[src/rtl/mctrl_pkg.sv]
// rtl/mctrl_pkg.sv - shared opcode, funct3, state and control-field encodings for the multicycle controller
package mctrl_pkg;

    localparam logic [6:0] OP_LUI    = 7'b0110111;
    localparam logic [6:0] OP_AUIPC  = 7'b0010111;
    localparam logic [6:0] OP_JAL    = 7'b1101111;
    localparam logic [6:0] OP_JALR   = 7'b1100111;
    localparam logic [6:0] OP_BRANCH = 7'b1100011;
    localparam logic [6:0] OP_LOAD   = 7'b0000011;
    localparam logic [6:0] OP_STORE  = 7'b0100011;
    localparam logic [6:0] OP_IMM    = 7'b0010011;
    localparam logic [6:0] OP_OP     = 7'b0110011;

    localparam logic [2:0] F3_BEQ  = 3'b000;
    localparam logic [2:0] F3_BNE  = 3'b001;
    localparam logic [2:0] F3_BLT  = 3'b100;
    localparam logic [2:0] F3_BGE  = 3'b101;
    localparam logic [2:0] F3_BLTU = 3'b110;
    localparam logic [2:0] F3_BGEU = 3'b111;

    localparam logic [2:0] F3_LB  = 3'b000;
    localparam logic [2:0] F3_LH  = 3'b001;
    localparam logic [2:0] F3_LW  = 3'b010;
    localparam logic [2:0] F3_LBU = 3'b100;
    localparam logic [2:0] F3_LHU = 3'b101;

    localparam logic [2:0] F3_SB = 3'b000;
    localparam logic [2:0] F3_SH = 3'b001;
    localparam logic [2:0] F3_SW = 3'b010;

    localparam logic [2:0] F3_ADD  = 3'b000;
    localparam logic [2:0] F3_SLL  = 3'b001;
    localparam logic [2:0] F3_SLTU = 3'b011;
    localparam logic [2:0] F3_SR   = 3'b101;

    typedef enum logic [2:0] {
        S_FETCH     = 3'd0,
        S_DECODE    = 3'd1,
        S_EXECUTE   = 3'd2,
        S_MEMORY    = 3'd3,
        S_WRITEBACK = 3'd4,
        S_HALT      = 3'd7
    } state_t;

    typedef enum logic [2:0] {
        IMM_SEX12 = 3'd0,
        IMM_UEX12 = 3'd1,
        IMM_B     = 3'd2,
        IMM_J     = 3'd3,
        IMM_U     = 3'd4,
        IMM_S     = 3'd5
    } imm_src_t;

    typedef enum logic [1:0] {
        RES_ALU = 2'd0,
        RES_MEM = 2'd1,
        RES_PC4 = 2'd2
    } result_src_t;

    typedef enum logic [1:0] {
        MW_NONE = 2'd0,
        MW_BYTE = 2'd1,
        MW_HALF = 2'd2,
        MW_WORD = 2'd3
    } mem_write_t;

    typedef enum logic [2:0] {
        RM_LB  = 3'd0,
        RM_LH  = 3'd1,
        RM_LW  = 3'd2,
        RM_LBU = 3'd4,
        RM_LHU = 3'd5
    } read_mode_t;

    // Flags opcodes outside RV32I's computational/memory subset and undefined funct3/funct7 combinations.
    function automatic logic is_illegal(input logic [31:0] ins);
        logic [2:0] f3;
        logic [6:0] f7;
        logic       bad;
        f3  = ins[14:12];
        f7  = ins[31:25];
        bad = 1'b0;
        case (ins[6:0])
            OP_LUI, OP_AUIPC, OP_JAL, OP_JALR: bad = 1'b0;
            OP_BRANCH: bad = (f3 == 3'b010) || (f3 == 3'b011);
            OP_LOAD:   bad = !(f3 inside {F3_LB, F3_LH, F3_LW, F3_LBU, F3_LHU});
            OP_STORE:  bad = !(f3 inside {F3_SB, F3_SH, F3_SW});
            OP_OP:     bad = !((f7 == 7'h00) || ((f7 == 7'h20) && ((f3 == F3_ADD) || (f3 == F3_SR))));
            OP_IMM:    bad = ((f3 == F3_SLL) && (f7 != 7'h00)) ||
                             ((f3 == F3_SR) && (f7 != 7'h00) && (f7 != 7'h20));
            default:   bad = 1'b1;
        endcase
        return bad;
    endfunction

endpackage

[src/rtl/multicycle_controller_branch_cmp.sv]
// rtl/multicycle_controller_branch_cmp.sv - XLEN-wide RV32I branch condition evaluator
module branch_cmp
    import mctrl_pkg::*;
#(
    parameter int XLEN = 32
) (
    input  logic [XLEN-1:0] a,
    input  logic [XLEN-1:0] b,
    input  logic [2:0]      funct3,
    output logic            taken
);

    always_comb begin
        taken = 1'b0;
        case (funct3)
            F3_BEQ:  taken = (a == b);
            F3_BNE:  taken = (a != b);
            F3_BLT:  taken = ($signed(a) < $signed(b));
            F3_BGE:  taken = ($signed(a) >= $signed(b));
            F3_BLTU: taken = (a < b);
            F3_BGEU: taken = (a >= b);
            default: taken = 1'b0;
        endcase
    end

endmodule

[src/rtl/multicycle_controller.sv]
// rtl/multicycle_controller.sv - RV32I multicycle control FSM with memory-wait timeout; MCTRL_ILLEGAL_TRAP_EN adds illegal-instruction halt
module multicycle_controller
    import mctrl_pkg::*;
#(
    parameter int XLEN     = 32,
    parameter int MAX_WAIT = 255
) (
    input  logic            clk,
    input  logic            reset,
    input  logic [31:0]     instr,
    input  logic [XLEN-1:0] rf_out1,
    input  logic [XLEN-1:0] rf_out2,
    input  logic            mem_ready,
    output logic            mem_req,
    output logic            addr_src,
    output logic [1:0]      mem_write,
    output logic [2:0]      read_mode,
    output logic            ir_write,
    output logic            pc_write,
    output logic            pc_src,
    output logic            reg_write,
    output logic [1:0]      result_src,
    output logic [2:0]      imm_src,
    output logic [1:0]      alu_src,
    output logic [3:0]      alu_control,
    output logic [2:0]      state,
    output logic            instr_retired,
    output logic            bus_error
`ifdef MCTRL_ILLEGAL_TRAP_EN
    ,
    output logic            illegal_instr
`endif
);

    localparam int            CW        = (MAX_WAIT < 2) ? 1 : $clog2(MAX_WAIT + 1);
    localparam logic [CW-1:0] WAIT_LAST = (MAX_WAIT == 0) ? '0 : CW'(MAX_WAIT - 1);

    state_t        st, st_nxt;
    logic [CW-1:0] wait_cnt;
    logic          bus_err_q;
    logic          stall, timeout, taken;
    logic [6:0]    opcode;
    logic [2:0]    funct3;
    logic          is_store, is_jump;
    logic          unused_fields;

    assign opcode        = instr[6:0];
    assign funct3        = instr[14:12];
    assign is_store      = (opcode == OP_STORE);
    assign is_jump       = (opcode == OP_JAL) || (opcode == OP_JALR);
    assign unused_fields = ^instr[24:15];

    // The timeout fires on the cycle that would make the wait count reach MAX_WAIT.
    assign stall   = ((st == S_FETCH) || (st == S_MEMORY)) && !mem_ready;
    assign timeout = (MAX_WAIT != 0) && stall && (wait_cnt == WAIT_LAST);

    branch_cmp #(.XLEN(XLEN)) u_branch_cmp (
        .a      (rf_out1),
        .b      (rf_out2),
        .funct3 (funct3),
        .taken  (taken)
    );

    always_comb begin
        st_nxt        = st;
        mem_req       = 1'b0;
        addr_src      = 1'b0;
        mem_write     = MW_NONE;
        read_mode     = RM_LB;
        ir_write      = 1'b0;
        pc_write      = 1'b0;
        pc_src        = 1'b0;
        reg_write     = 1'b0;
        result_src    = RES_ALU;
        imm_src       = IMM_SEX12;
        alu_src       = 2'b00;
        alu_control   = 4'b0000;
        instr_retired = 1'b0;

        if (!reset) begin
            // Operand/immediate selection stays put from EXECUTE until the instruction retires.
            if ((st == S_EXECUTE) || (st == S_MEMORY) || (st == S_WRITEBACK)) begin
                case (opcode)
                    OP_OP:     alu_control = {funct3, instr[31:25] == 7'b0100000};
                    OP_IMM: begin
                        alu_src     = 2'b10;
                        imm_src     = (funct3 == F3_SLTU) ? IMM_UEX12 : IMM_SEX12;
                        alu_control = {funct3, (funct3 == F3_SR) && instr[30]};
                    end
                    OP_LOAD:   alu_src = 2'b10;
                    OP_STORE:  begin alu_src = 2'b10; imm_src = IMM_S; end
                    OP_BRANCH: begin alu_src = 2'b11; imm_src = IMM_B; end
                    OP_LUI:    begin alu_src = 2'b10; imm_src = IMM_U; end
                    OP_AUIPC:  begin alu_src = 2'b11; imm_src = IMM_U; end
                    OP_JAL:    begin alu_src = 2'b11; imm_src = IMM_J; end
                    OP_JALR:   alu_src = 2'b10;
                    default:   alu_src = 2'b00;
                endcase
            end

            case (st)
                S_FETCH: begin
                    mem_req = 1'b1;
                    if (mem_ready) begin
                        ir_write = 1'b1;
                        st_nxt   = S_DECODE;
                    end else if (timeout) begin
                        st_nxt = S_HALT;
                    end
                end
                S_DECODE: begin
                    st_nxt = S_EXECUTE;
`ifdef MCTRL_ILLEGAL_TRAP_EN
                    if (is_illegal(instr)) st_nxt = S_HALT;
`endif
                end
                S_EXECUTE: begin
                    case (opcode)
                        OP_BRANCH: begin
                            pc_write      = 1'b1;
                            pc_src        = taken;
                            instr_retired = 1'b1;
                            st_nxt        = S_FETCH;
                        end
                        OP_LOAD, OP_STORE: st_nxt = S_MEMORY;
                        OP_OP, OP_IMM, OP_LUI, OP_AUIPC, OP_JAL, OP_JALR: st_nxt = S_WRITEBACK;
                        default: begin
                            pc_write      = 1'b1;
                            instr_retired = 1'b1;
                            st_nxt        = S_FETCH;
                        end
                    endcase
                end
                S_MEMORY: begin
                    mem_req  = 1'b1;
                    addr_src = 1'b1;
                    if (is_store) begin
                        case (funct3)
                            F3_SB:   mem_write = MW_BYTE;
                            F3_SH:   mem_write = MW_HALF;
                            F3_SW:   mem_write = MW_WORD;
                            default: mem_write = MW_NONE;
                        endcase
                    end else begin
                        case (funct3)
                            F3_LB:   read_mode = RM_LB;
                            F3_LH:   read_mode = RM_LH;
                            F3_LBU:  read_mode = RM_LBU;
                            F3_LHU:  read_mode = RM_LHU;
                            default: read_mode = RM_LW;
                        endcase
                    end
                    if (mem_ready) begin
                        if (is_store) begin
                            pc_write      = 1'b1;
                            instr_retired = 1'b1;
                            st_nxt        = S_FETCH;
                        end else begin
                            st_nxt = S_WRITEBACK;
                        end
                    end else if (timeout) begin
                        st_nxt = S_HALT;
                    end
                end
                S_WRITEBACK: begin
                    reg_write     = (instr[11:7] != 5'd0);
                    result_src    = (opcode == OP_LOAD) ? RES_MEM : (is_jump ? RES_PC4 : RES_ALU);
                    pc_write      = 1'b1;
                    pc_src        = is_jump;
                    instr_retired = 1'b1;
                    st_nxt        = S_FETCH;
                end
                S_HALT:  st_nxt = S_HALT;
                default: st_nxt = S_HALT;
            endcase
        end
    end

    assign state     = reset ? S_FETCH : st;
    assign bus_error = reset ? 1'b0 : bus_err_q;

    always_ff @(posedge clk) begin
        if (reset) begin
            st        <= S_FETCH;
            wait_cnt  <= '0;
            bus_err_q <= 1'b0;
        end else begin
            st       <= st_nxt;
            wait_cnt <= (stall && !timeout) ? wait_cnt + 1'b1 : '0;
            if (timeout) bus_err_q <= 1'b1;
        end
    end

`ifdef MCTRL_ILLEGAL_TRAP_EN
    logic illegal_q;

    always_ff @(posedge clk) begin
        if (reset) begin
            illegal_q <= 1'b0;
        end else if ((st == S_DECODE) && is_illegal(instr)) begin
            illegal_q <= 1'b1;
        end
    end

    assign illegal_instr = reset ? 1'b0 : illegal_q;
`endif

endmodule

[config.mk]
export PLATFORM = sky130hd
export DESIGN_NAME = multicycle_controller
export DESIGN_NICKNAME = d
export VERILOG_FILES = /design/src/rtl/mctrl_pkg.sv /design/src/rtl/multicycle_controller_branch_cmp.sv /design/src/rtl/multicycle_controller.sv
export SDC_FILE = /design/constraint.sdc
export NUM_CORES = 1
export LEC_CHECK = 0
export CAP_MARGIN = 20
export CORE_MARGIN = 2
export CORE_UTILIZATION = 40
export DETAILED_ROUTE_END_ITERATION = 10
export PLACE_DENSITY = 0.88
export SYNTH_ARGS = -nofsm -noshare
export SYNTH_HDL_FRONTEND = slang
export SYNTH_SLANG_ARGS = --single-unit
[constraint.sdc]
create_clock -name clk -period 4.6 [get_ports clk]
set_input_delay 0.69 -clock clk [delete_from_list [all_inputs] [get_ports clk]]
set_output_delay 0.69 -clock clk [all_outputs]
set_load 0.005 [all_outputs]
==> metrics.md <==
| Metric | Value |
|---|---|
| Commonest non-fill, non-tap cell in the layout | clkdlybuf4s50_1 |
| Seq/Total Area, Yosys | 0.1244 |
| Die area | 5402 µm² |
| Post-Synth Simple-Gate Area | 0.3303 |
| Worst-path clk slew | 0.05 ns |
| Cell Area, Placed | 3120 µm² |
| Fin area | 3182 µm² |
| Total Nets Final | 516 |
| Synthesized flop and latch total | 12 |
| Placer Congestion | 0.8196 |
| # IOs | 126 |
| DRT antenna net count | 0 |
| Post-Syn Area | 1932 µm² |
| Clock buffer depth | 2 |
| # port buffers | 115 |
| Xor and xnor fraction of the mapped netlist area | 0.04080 |
| Rows | 25 |
| Core ar. | 4692 µm² |
| Layout cells sized above 1 | 0.04712 |
| Synth warn | 0 |
| Synth Area in Compound Gates | 0.1956 |
| Final setup violation count | 0 |
| Mean post-synth cell area | 7.155 µm² |
| Initial core utilization | 0.4117 |
| ANT cells | 0 |
| CTS tree | built |
| First-pass GRT wire length | 9522 µm |
| DR iter-0 viols | 65 |
| Worst Path Required | 3.91 ns |
| Setup Skew | 0.004492 ns |
| GRT overflow | 0 |
| Worst slew pin tran | 0.4396 ns |
| Syn Inst Count | 270 |
| Slew HR | 0.7060 |
| Total CTS buffers | 3 |
| Most frequent cells in the layout | clkdlybuf4s50_1, inv_1, nor2_1, ha_1, nand2_1 |
| Critical Path AT | 3.71 ns |
| Num Clock Sinks | 12 |
| Total Routing Usage GR | 0.2169 |
| H-tree depth | 1 |
| Reg-to-reg slack, setup | 3.05 ns |
| Post-synth top area cell | ha_1 |
| Final min period | 4.401 ns |
| MaxCap Viol Count | 0 |
| Post-layout util | 0.6781 |
| Area fraction of the dominant cell type after synthesis | 0.2202 |
| Die width | 73.50 µm |
| TNS Setup | 0 ns |
| Drt drc | 0 |
| First-pass DRT Iterations | 4 |
| Synth Net Count | 403 |
| Largest family of logic cells by synthesized area | simple AND/OR/NAND/NOR gates |
| Crit path capture type | output pin |
| WL/cell | 13.80 µm |
| Crit Path Class | in -> out |
| Final Hold Vio Count | 0 |
| RSZ-0062 raised after global routing | false |
| Die Span Y | 73.50 µm |
| Clock root buffer | clkbuf_8 |
| PD cells | 145.4 nW/µm² |
| Vias | 2296 |
| Via/cell ratio | 5.266 |
| Post-synth EDFFs | 0 |
| FILL cells | 376 |
| Synth Area in Adders | 0.2202 |
| Layout area overhead | 64.70% |
| Pin count of the biggest net entering global routing | 14 |
| Leak | 1.364 nW |
| Run status | completed |
| Clock latency on the worst-skew pair | 0.24 ns |
| DP Wirelength | 5098 µm |
| Max-slew violations | 0 |
| Post-route clock period utilization | 0.9567 |
| Mux contribution to synthesized area | 0.005181 |
| Worst setup SP type | primary input |
| Fmax | 227.2 MHz |
| Drt total wl | 6018 µm |
| Top FF cell, synth | dfxtp_1 |
| Hold Crit Class | reg -> reg |
| Initial antenna violation count | 0 |
| Number of global-route vias before repair | 2229 |
| Crit Path Max Fanout | 6 |
| Synth top area cells | ha_1, dfxtp_1, inv_1 |
| Post-CTS Setup Bufs | 0 |
| Worst VDD drop | 221.2 µV |
| Ys async rst share | 0 |
| Cell variety after synth | 47 |
## worst paths after layout
path / from / end / cells after the start
max: rf_out2[14] / pc_src / 11
min reg2reg: wait_cnt[0] / wait_cnt[0] / 1
min: wait_cnt[0] / wait_cnt[0] / 1
max reg2reg: wait_cnt[0] / st[2] / 8
## routing by layer
layer / part of all wire / global-route usage / up-vias
met5: 0 / 0 / -
met4: 0.022 / 0.06465 / 0
met3: 0.079 / 0.02469 / 14
met2: 0.49 / 0.4177 / 89
met1: 0.41 / 0.2454 / 1021
li1: - / - / 1172
## timing repair
action                                  CTS  global route
hold buffers                              0             0
endpoints found under the setup margin    0             1
resized for setup                         0             1
## Yosys cell counts (2+ instances only)
master     n
inv_1     35
nand2_1   21
nor3b_1    4
a31oi_1    2
o21ai_0    8
nand2b_1   4
and4_1     5
nand3_1    8
o21a_1     3
xnor2_1    3
nor2_1    34
a21oi_2    3
nor3_1     8
nand4_1    7
and4bb_2   2
xor2_1     6
a21oi_1   20
nand3b_1   2
ha_1      34
a21o_1     3
and2_1     3
dfxtp_1   12
nor4_1     2
nor2b_1    8
and3_1     6
clkbuf_1   6
## sequential cells by signal (all words and copies together), names as in the netlist
| signal | count |
|---|---|
| st | 3 |
| bus_err_q | 1 |
| wait_cnt | 8 |
## cell families (layout without fill, tap and decap cells)
family                   Yosys count  count (layout)
AO/OA/AOI/OAI                     52              52
XOR/XNOR                           9               9
adder cells (fa/ha/maj)           34              34
buffers and inverters             42             154
flip-flops                        12              12
multiplexers                       1               1
AND/OR/NAND/NOR                  120             120
## area by class of cell
cell class	instances	area, µm²	area share
Sequential cell	12	240.2	0.07550
Clock buffer	4	55.05	0.01730
Multi-Input combinational cell	216	1536	0.4829
Timing Repair Buffer	115	1151	0.3618
Inverter	35	131.4	0.04129
Tap cell	54	67.56	0.02123
## worst max-delay path, stage by stage
cell	delay, ns
clkdlybuf4s50_1	0.46
inv_1	0.05
ha_1	0.29
nand4_1	0.17
nor4_2	0.39
a21boi_2	0.27
o41ai_4	0.12
and4b_2	0.23
o41ai_2	0.33
a31o_1	0.19
clkdlybuf4s50_1	0.51
## metrics by stage
step | setup slack [ns] | hold slack [ns] | instances | total power, mW
after floorplan | 1.312 | 0.4526 | 270 | 0.2308
after global placement | 0.2181 | 0.4807 | 432 | 0.3407
after detailed placement | 0.1228 | 0.4932 | 432 | 0.3471
after CTS | 0.1235 | 0.4992 | 436 | 0.4665
after global routing | 0.01228 | 0.5245 | 436 | 0.4969
final | 0.1990 | 0.4911 | 436 | 0.4625
## where the power goes
| group | switching (mW) | total [mW] | internal, mW |
|---|---|---|---|
| combinational | 0.0913 | 0.225 | 0.133 |
| clock | 0.0398 | 0.115 | 0.0756 |
| sequential | 0.0127 | 0.122 | 0.110 |
| total | 0.144 | 0.462 | 0.319 |
(Power assumes the default switching activity.)
